File: config.mk
export PLATFORM = sky130hd
export DESIGN_NAME = disp_chan_mux
export DESIGN_NICKNAME = d
export VERILOG_FILES = /design/src/rtl/disp_mux_pkg.sv /design/src/rtl/disp_scan_ctr.sv /design/src/rtl/disp_chan_mux.sv
export SDC_FILE = /design/constraint.sdc
export NUM_CORES = 1
export LEC_CHECK = 0
export BUFFER_PORTS_ARGS = -buffer_cell sky130_fd_sc_hd__clkbuf_2
export CORE_AREA = 2 2 184 186
export DETAILED_ROUTE_END_ITERATION = 7
export DIE_AREA = 0 0 186 188
export PLACE_DENSITY = 0.54
export SLEW_MARGIN = 10
export SYNTH_ARGS = -nofsm -noshare
export SYNTH_HDL_FRONTEND = slang
export SYNTH_SLANG_ARGS = --single-unit
export TNS_END_PERCENT = 30
File: constraint.sdc
create_clock -name clk -period 5.7 [get_ports clk]
set_clock_uncertainty 0.2 [all_clocks]
set_input_delay 0.57 -clock clk [delete_from_list [all_inputs] [get_ports clk]]
set_output_delay 0.57 -clock clk [all_outputs]
set_load 0.05 [all_outputs]
File: src/rtl/disp_mux_pkg.sv
// Shared constants, scan state type and sizing helper for the display channel multiplexer.
package disp_mux_pkg;

    localparam logic [31:0] DISP_RST_DATA  = 32'hAA5555AA;
    localparam logic [63:0] DISP_RST_BLINK = '1;
    localparam logic [63:0] DISP_RST_POINT = '0;

    typedef enum logic {
        IDLE = 1'b0,
        SCAN = 1'b1
    } scan_state_e;

    function automatic int clog2(input int n);
        int r;
        r = 0;
        while ((1 << r) < n) begin
            r = r + 1;
        end
        return r;
    endfunction

endpackage

File: src/rtl/disp_scan_ctr.sv
// Auto-scan controller: dwell counter, scan index and one-cycle ch_step pulse.
// Only instantiated when DISP_AUTO_SCAN_EN is defined.
module disp_scan_ctr
    import disp_mux_pkg::*;
#(
    parameter int CH_NUM  = 8,
    parameter int SW      = 3,
    parameter int DWELL_W = 24
) (
    input  logic               clk,
    input  logic               rst,
    input  logic               scan_en_i,
    input  logic [SW-1:0]      start_ch_i,
    input  logic [DWELL_W-1:0] dwell_i,
    output logic [SW-1:0]      idx_o,
    output scan_state_e        state_o,
    output logic               ch_step_o
);

    scan_state_e        state_q, state_d;
    logic [DWELL_W-1:0] cnt_q, cnt_d;
    logic [SW-1:0]      idx_q, idx_d;
    logic               step_q, step_d;

    always_ff @(posedge clk or posedge rst) begin
        if (rst) begin
            state_q <= IDLE;
            cnt_q   <= '0;
            idx_q   <= '0;
            step_q  <= 1'b0;
        end else begin
            state_q <= state_d;
            cnt_q   <= cnt_d;
            idx_q   <= idx_d;
            step_q  <= step_d;
        end
    end

    // While idle the index shadows the manual channel, so a scan starts from it.
    always_comb begin
        state_d = state_q;
        cnt_d   = '0;
        idx_d   = idx_q;
        step_d  = 1'b0;
        case (state_q)
            IDLE: begin
                idx_d = start_ch_i;
                if (scan_en_i) begin
                    state_d = SCAN;
                end
            end
            SCAN: begin
                if (!scan_en_i) begin
                    state_d = IDLE;
                    idx_d   = start_ch_i;
                end else if (cnt_q == dwell_i) begin
                    idx_d  = (idx_q == SW'(CH_NUM - 1)) ? '0 : idx_q + SW'(1);
                    step_d = 1'b1;
                end else begin
                    cnt_d = cnt_q + DWELL_W'(1);
                end
            end
            default: state_d = IDLE;
        endcase
    end

    assign idx_o     = idx_q;
    assign state_o   = state_q;
    assign ch_step_o = step_q;

endmodule

File: src/rtl/disp_chan_mux.sv
// Display channel multiplexer with channel 0 shadow and registered outputs.
// Define DISP_AUTO_SCAN_EN to build the auto-scan controller.
module disp_chan_mux
    import disp_mux_pkg::*;
#(
    parameter int CH_NUM  = 8,
    parameter int DW      = 32,
    parameter int MW      = 8,
    parameter int DWELL_W = 24,
    localparam int SW     = clog2(CH_NUM)
) (
    input  logic                 clk,
    input  logic                 rst,
    input  logic                 EN,
    input  logic [SW-1:0]        Test,
    input  logic                 scan_en,
    input  logic [DWELL_W-1:0]   dwell,
    input  logic                 hold,
    input  logic [CH_NUM*DW-1:0] data_in,
    input  logic [CH_NUM*MW-1:0] LES,
    input  logic [CH_NUM*MW-1:0] point_in,
    output logic [DW-1:0]        Disp_num,
    output logic [MW-1:0]        LE_out,
    output logic [MW-1:0]        point_out,
    output logic [SW-1:0]        cur_ch,
    output logic                 ch_step
);

    logic [DW-1:0] sh_data_q;
    logic [MW-1:0] sh_blink_q, sh_point_q;
    logic [DW-1:0] disp_q;
    logic [MW-1:0] le_q, point_q;
    logic [SW-1:0] cur_q;
    logic [SW-1:0] test_c, sel;
    logic [DW-1:0] mux_data;
    logic [MW-1:0] mux_blink, mux_point;

    // Out-of-range manual selects fall back to the shadow channel.
    assign test_c = (int'(Test) < CH_NUM) ? Test : '0;

`ifdef DISP_AUTO_SCAN_EN
    logic [SW-1:0] scan_idx;
    scan_state_e   scan_state;

    disp_scan_ctr #(
        .CH_NUM (CH_NUM),
        .SW     (SW),
        .DWELL_W(DWELL_W)
    ) u_scan (
        .clk       (clk),
        .rst       (rst),
        .scan_en_i (scan_en),
        .start_ch_i(test_c),
        .dwell_i   (dwell),
        .idx_o     (scan_idx),
        .state_o   (scan_state),
        .ch_step_o (ch_step)
    );

    assign sel = (scan_en && scan_state == SCAN) ? scan_idx : test_c;
`else
    logic unused_scan;
    assign unused_scan = ^{scan_en, dwell};
    assign sel         = test_c;
    assign ch_step     = 1'b0;
`endif

    always_comb begin
        mux_data  = sh_data_q;
        mux_blink = sh_blink_q;
        mux_point = sh_point_q;
        if (sel != '0) begin
            mux_data  = data_in[int'(sel)*DW +: DW];
            mux_blink = LES[int'(sel)*MW +: MW];
            mux_point = point_in[int'(sel)*MW +: MW];
        end
    end

    // The shadow loads on EN regardless of hold.
    always_ff @(posedge clk or posedge rst) begin
        if (rst) begin
            sh_data_q  <= DW'(DISP_RST_DATA);
            sh_blink_q <= MW'(DISP_RST_BLINK);
            sh_point_q <= MW'(DISP_RST_POINT);
        end else if (EN) begin
            sh_data_q  <= data_in[DW-1:0];
            sh_blink_q <= LES[MW-1:0];
            sh_point_q <= point_in[MW-1:0];
        end
    end

    always_ff @(posedge clk or posedge rst) begin
        if (rst) begin
            disp_q  <= DW'(DISP_RST_DATA);
            le_q    <= MW'(DISP_RST_BLINK);
            point_q <= MW'(DISP_RST_POINT);
            cur_q   <= '0;
        end else if (!hold) begin
            disp_q  <= mux_data;
            le_q    <= mux_blink;
            point_q <= mux_point;
            cur_q   <= sel;
        end
    end

    assign Disp_num  = disp_q;
    assign LE_out    = le_q;
    assign point_out = point_q;
    assign cur_ch    = cur_q;

endmodule
## Yosys cells after proc, flatten, opt, wreduce, memory -nomap -nowiden

Index checks and enable logic that the tools add are counted.

- Flip-flop bits (word level): 99
- Input bits: 416

- Shift operators: 3
- Multiplexer cells: 3
- Reduce and logical (&&, ||, !) cells: 1

Operators with widths:

| cell | count |
|---|---|
| indexed part select 256 x 9 -> 32 bit | 1 |
| indexed part select 64 x 7 -> 8 bit | 2 |
| two-way mux 32 bit | 1 |
| two-way mux 8 bit | 2 |
| nonzero test 3 bit | 1 |

## Longest topological paths before layout

Gate-level depths: netlist (run 1).

- Depth in word-level cells: 2
- Gate-level depth with buffers: 6

## Worst setup path before layout (run 1)

OpenSTA, ideal clock, no wires.

- Path kind: input to register
- Start: input port Test[0]
- End: register disp_q[0] (netlist: Disp_num[0])
- Library setup time: 0.126 ns
- Arrival: 1.694 ns
- Required time: 5.374 ns
- Setup slack: 3.680 ns
- Cell stages on the path: 4
- Buffers on the path: 2
- Cell sequence: buf_6 -> buf_6 -> mux4_2 -> a221o_1

- Word-level cells in the longest chain between the ends: 2

RTL lines:

| what | RTL line | RTL |
|---|---|---|
| start: declaration | disp_chan_mux.sv:15 | `input logic [SW-1:0] Test,` |
| indexed part select 256 x 9 -> 32 bit or nonzero test 3 bit (tied branches) | disp_chan_mux.sv:73, disp_chan_mux.sv:72 |  |
| two-way mux 32 bit (*) | disp_chan_mux.sv:72 | `if (sel != '0) begin` |
| end signal: assignment | disp_chan_mux.sv:94 | `disp_q <= DW'(DISP_RST_DATA);` |
| end signal: assignment | disp_chan_mux.sv:99 | `disp_q <= mux_data;` |
| end: declaration | disp_chan_mux.sv:31 | `logic [DW-1:0] disp_q;` |

Mark *: on every way between the ends. The rest lies on a longest branch, timed or not.
A chain may end at the register's enable or synchronous reset.

## Worst setup path in the final report (run 1)

- Start: input port Test[0]
- End: register disp_q[23] (netlist: Disp_num[23])

Same word-level chain as after synthesis.

==> reports/metrics.cfg, run 1 <==
[logic_synthesis]
async_flop_share_pct = 100
synth_area_leaders = dfrtp_1, dfstp_2, mux4_2
syn-num-nets = 864
synth_top_family_by_area = multiplexers
synth_xor_area_share_pct = 0
ys_seq_area_share_pct = 40.4
synth_ff_type = dfrtp_1
synthAdderAreaFrac_pct = 0
synth_top_area_cell = dfrtp_1
synth_most_common_cell = mux2i_1
muxShareOfSynthArea_pct = 41.5
synth-seq-cells = 99
synth_area_mm2 = 0.00628
synth_warnings = 0
synth.cells.most_frequent = mux2i_1, dfrtp_1, mux2_2
yosysTopAreaCellShare_pct = 20.3
synth_compound_area_share_pct = 12.6
synth_cell_types = 20
syn-instance-count = 448
postSynthAreaPerCell_um2 = 14.0
synth-edff-count = 0
synth_simple_gate_area_share_pct = 0.658

[power]
total_power_w = 0.00225
power_density_mw_per_mm2 = 246
p_leak_nw = 4.49
irDropWorstVdd_v = 0.000136

[floorplan]
die_y_um = 188
die_w_um = 186
ioPinCount = 468
floorplan.initialDensity_pct = 19.0
rows = 67
die-area_mm2 = 0.0350
core_mm2 = 0.0331

[timing]
grt_setup_unrepaired = false
setup_viol = 0
tightest_slew_ns = 1.03
clock.fmax_ghz = 0.371
finalCriticalPeriod_ns = 2.70
drv_slew = 0
fin_tns_setup_ns = 0
fin_crit_sh_pct = 47.3
setup_ws_ns = 3.00
slew_headroom_pct = 31.3
finalHoldViolations = 0

[placed_design]
io_buffers = 441
hpwlAfterDp_mm = 19.6
place.gp.congestion = 0.767
place_ws_ns = 2.73

[setup_path]
critPathMaxFanout = 85
r2r.worst_path.cells = 2
end_kind = flip-flop
critPathKind = primary input to flip-flop
crit_path_start_kind = primary input
critPathArrivalTime_ns = 2.73
required_ns = 5.74

[final_layout]
nNetsFinal = 1276
multiInputGateArea_mm2 = 0.00345
syn_to_final_growth_pct = 46.2
fin_util_pct = 27.7
nFillCells = 3538
regArea_mm2 = 0.00254
layout-drive-gt1-share_pct = 70.9

[clock_tree]
cts_tree = built
path_clk_slew_ns = 0.07
insertion_delay_ns = 0.35
cts_sinks = 99
postCtsResizedCells = 0
cts-buffers-inserted = 9
clockBufferDepth = 2
h-tree-depth = 3
ctsHoldBuffers = 0
cts-root-buf = clkbuf_16
cts_setup_buffers = 0

[routing]
vias = 5936
drc = 0
drt_pre_antenna_iters = 4
detail-route-antenna-nets = 0
via_per_inst = 4.51
wl_mm = 26.2
drt_iter0_markers = 187
wire_per_inst_um = 20.0

[global_route]
grt_overflow = 0
grt_pass1_wl_mm = 37.3
grt_pass1_vias = 6256
grt_use_total_pct = 14.6
grt_max_degree = 86
antenna_found_initial = 2

[status]
run_status = finished clean

[worst_hold_path]
min_path_type = primary input to asynchronous set/reset pin

[job]
maxCapViolations = 0

-- logic make-up (layout without fill, tap and decap cells) --
| kind of cell | after synthesis | in the layout |
|---|---|---|
| muxes | 194 | 194 |
| other | 1 | 3 |
| buffers and inverters | 51 | 468 |
| DFF | 99 | 99 |
| and+or+nand+nor | 6 | 6 |
| AOI/OAI and AO/OA | 97 | 97 |
-- per-layer routing --
layer / track usage, % / up-vias / share of wire (%)
met4: 5.45 / 0 / 3.1
met5: 0 / - / 0
li1: - / 2678 / -
met2: 27.4 / 316 / 52
met1: 15.5 / 2907 / 38
met3: 3.65 / 35 / 7.2
-- final timing paths --
kind	startpoint	end	slack [ns]
setup / recovery	Test[0]	Disp_num[23]	3.00
hold / removal	rst	sh_data_q[17]	0.09
min in group clk	point_in[1]	sh_point_q[1]	0.25
hold reg to reg	cur_ch[2]	cur_ch[2]	0.30
max in group asynchronous	rst	Disp_num[13]	4.01
setup reg to reg	sh_point_q[1]	point_out[1]	4.20
-- where the power goes --
part / total (W) / switching [W] / internal, W / leakage (nW)
registers: 0.000875 / 0.0000545 / 0.000820 / 1.12
clock network: 0.000660 / 0.000281 / 0.000380 / 0.152
logic: 0.000718 / 0.000412 / 0.000306 / 3.22
-- metrics by stage --
step,area [um^2],instances,hold slack [ns]
CTS,9170,1313,0.0987
finish,9180,1315,0.0924
global route,9170,1313,0.136
global placement,8860,1297,0.278
floorplan,6280,448,0.276
detailed placement,8860,1297,0.287
-- worst max-delay path: stages --
cell	delay, ns
clkbuf_8	0.64
buf_12	0.39
mux4_2	0.56
a221o_1	0.32
-- sequential cells by signal, indices dropped and copies added (netlist names) --
signal      count
Disp_num       32
LE_out          8
cur_ch          3
point_out       8
sh_blink_q      8
sh_data_q      32
sh_point_q      8
-- layout make-up --
| type | count | share of cell area, % |
|---|---|---|
| multi-input cells | 298 | 37.6 |
| clock inverters | 2 | 0.382 |
| flip-flops and latches | 99 | 27.7 |
| repair buffers | 451 | 25.1 |
| clock buffers | 14 | 3.00 |
| inverters | 1 | 0.0682 |
| well taps | 448 | 6.11 |
| diodes | 2 | 0.0545 |
-- layout by cell type, fill, tap and decap left out --
cell       synthesis  layout
clkbuf_2           0     439
diode_2            0       2
nor2_4             0       1
mux2i_1           96      96
o22ai_1           48      48
inv_4              0       1
mux4_2            48      48
conb_1             1       1
buf_4              5       9
nor2b_4            0       1
a221o_1           48      48
clkbuf_16          0      10
or3b_1             2       2
mux2_2            50      50
bufinv_16          0       1
or3_1              1       1
a21o_1             1       1
nand3b_1           1       1
buf_12             0       1
clkinv_2           0       1
clkbuf_8           0       2
buf_2             20       1
clkbuf_1          15       3
dfstp_2           48      48
dfrtp_1           51      51
Power figures use the tool's default switching activity.
==> run 2, diff against run 1 <==
--- a/config.mk
+++ b/config.mk
@@ -6,10 +6,10 @@
 export NUM_CORES = 1
 export LEC_CHECK = 0
 export BUFFER_PORTS_ARGS = -buffer_cell sky130_fd_sc_hd__clkbuf_2
-export CORE_AREA = 2 2 184 186
+export CORE_AREA = 2 2 180 182
 export DETAILED_ROUTE_END_ITERATION = 7
-export DIE_AREA = 0 0 186 188
-export PLACE_DENSITY = 0.54
+export DIE_AREA = 0 0 182 184
+export PLACE_DENSITY = 0.56
 export SLEW_MARGIN = 10
 export SYNTH_ARGS = -nofsm -noshare
 export SYNTH_HDL_FRONTEND = slang
==> constraint.sdc (replaced) <==
create_clock -name clk -period 2.81 [get_ports clk]
set_clock_uncertainty 0.2 [all_clocks]
set_input_delay 0.281 -clock clk [delete_from_list [all_inputs] [get_ports clk]]
set_output_delay 0.281 -clock clk [all_outputs]
set_load 0.05 [all_outputs]
==> run 2 against run 1 <==
Net effect:
- non-clock buffer count up 69
- sequential power increased by 100%
- utilization up 3.4 points
- register-to-register slack got worse by 2.9 ns
- critical path depth unchanged
- hold slack gained 0.037 ns
- worst setup slack worse by 2.0 ns
- first-iteration DRC count fell by 23%
- global-route usage rose by 0.82 points
- die area shrank 4.2%
- critical path type unchanged
- largest cell class unchanged
==> reports/metrics.cfg, run 2 (synthesis results as in run 1) <==
[setup_path]
crit_path_start_kind = primary input
crit_family = buffers and inverters
crit_buf_inv = 2
cp_slowest_cell = mux4_2
required_ns = 2.85
critPathMaxFanout = 42
cpPeakStageDelay_ns = 0.53
cp_cell_sequence = clkbuf_8, buf_12, mux4_2, a221o_1
critPathArrivalTime_ns = 1.89
end_kind = flip-flop
critPathKind = primary input to flip-flop

[global_route]
grt_overflow = 0
grt_pass1_vias = 6618
grt_pass1_wl_mm = 38.6
grt_use_total_pct = 15.4
grt_max_degree = 100
antenna_found_initial = 0

[timing]
tightest_slew_ns = 0.951
grt_setup_unrepaired = false
drv_slew = 0
setup_viol = 0
slew_headroom_pct = 36.5
clock.fmax_ghz = 0.539
finalCriticalPeriod_ns = 1.85
fin_tns_setup_ns = 0
fin_crit_sh_pct = 66.0
finalHoldViolations = 0

[clock_tree]
path_clk_slew_ns = 0.07
cts_setup_buffers = 0
cts_tree = built
cts_sinks = 99
cts-buffers-inserted = 9
h-tree-depth = 3
insertion_delay_ns = 0.35
clockBufferDepth = 2
cts-root-buf = clkbuf_16

[final_layout]
nFillCells = 3245
antenna_cells = 0
syn_to_final_growth_pct = 55.8
layout_common_cells = clkbuf_2, mux2i_1, dfrtp_1
post-route-cell-area_mm2 = 0.00978
final_common_cell = clkbuf_2
nNetsFinal = 1345
layout-drive-gt1-share_pct = 67.9

[routing]
detail-route-antenna-nets = 0
wire_per_inst_um = 19.8
drc = 0
drt_pre_antenna_iters = 4
via_per_inst = 4.65
wl_mm = 26.5
vias = 6219
drt_iter0_markers = 144

[placed_design]
place.gp.congestion = 0.782
io_buffers = 441
hpwlAfterDp_mm = 20.5
post_dp_cell_area_mm2 = 0.00898

[floorplan]
die_y_um = 184
rows = 65
die-area_mm2 = 0.0335
floorplan.initialDensity_pct = 20.0
die_w_um = 182
ioPinCount = 468
core_mm2 = 0.0314

[power]
internal-power_w = 0.00313
total_power_w = 0.00468
combPwrFrac_pct = 32.9
irDropWorstVdd_v = 0.000340
swShare_pct = 33.2
seqPwrFrac_pct = 37.8
power_density_mw_per_mm2 = 478
p_sw_w = 0.00155
p_leak_nw = 4.79
p_clk_share_pct = 29.2

[worst_hold_path]
min_path_type = primary input to flip-flop

[status]
run_status = finished clean

[job]
maxCapViolations = 0

## run 2: cell type report
type	count	area, um^2	area share (%)
sequential	99	2540	25.9
inverter	1	7.51	0.0768
multi-input combinational	298	3450	35.3
clock inverter	5	77.6	0.793
clock buffer	11	233	2.38
timing repair buffer	520	2970	30.4
tap	402	503	5.14
## run 2: power by group through the flow
stage	logic, W	clock network (W)	registers, W
final	0.00154	0.00137	0.00177
after global routing	0.00164	0.00148	0.00179
after CTS	0.00156	0.00143	0.00177
after detailed placement	0.00150	0	0.00179
after global placement	0.00148	0	0.00179
after floorplan	0.000568	0	0.00215
## run 2: what timing repair did
item	in CTS	in global routing
hold buffers	49	0
resized for setup	0	0
endpoints found under the hold margin	99	0
## run 2: layer usage
metal | wire, um | share of wire [%] | track usage [%] | vias up
met3 | 1820 | 6.9 | 3.47 | 37
met4 | 731 | 2.8 | 5.77 | 0
met2 | 13500 | 51 | 28.0 | 339
li1 | - | - | - | 2815
met1 | 10400 | 39 | 17.6 | 3028
met5 | 0 | 0 | 0 | -
## run 2: through the flow
step	setup WS, ns	instances	hold WS [ns]	utilization [%]
finish	0.956	1336	0.130	31.2
global route	0.877	1336	0.127	31.2
CTS	0.945	1336	0.108	31.2
detailed placement	0.551	1271	0.269	28.6
global placement	0.577	1271	0.262	28.6
floorplan	1.08	448	0.233	-
## run 2: final timing paths
path / slack (ns) / to / from / cells after the start
worst max-delay path: 0.96 / point_out[6] / Test[0] / 4
worst min-delay path: 0.13 / point_out[1] / point_in[33] / 4
worst max register to register: 1.30 / Disp_num[24] / sh_data_q[24] / 2
max in group asynchronous: 1.54 / LE_out[7] / rst / 4
worst min register to register: 0.28 / cur_ch[2] / cur_ch[2] / 1
min in group asynchronous: 0.42 / sh_data_q[11] / rst / 4
## run 2: tightest hold or removal path, stage by stage
cell and delay (ns):
clkbuf_2 0.08, mux2i_1 0.05, o22ai_1 0.12, a221o_1 0.12
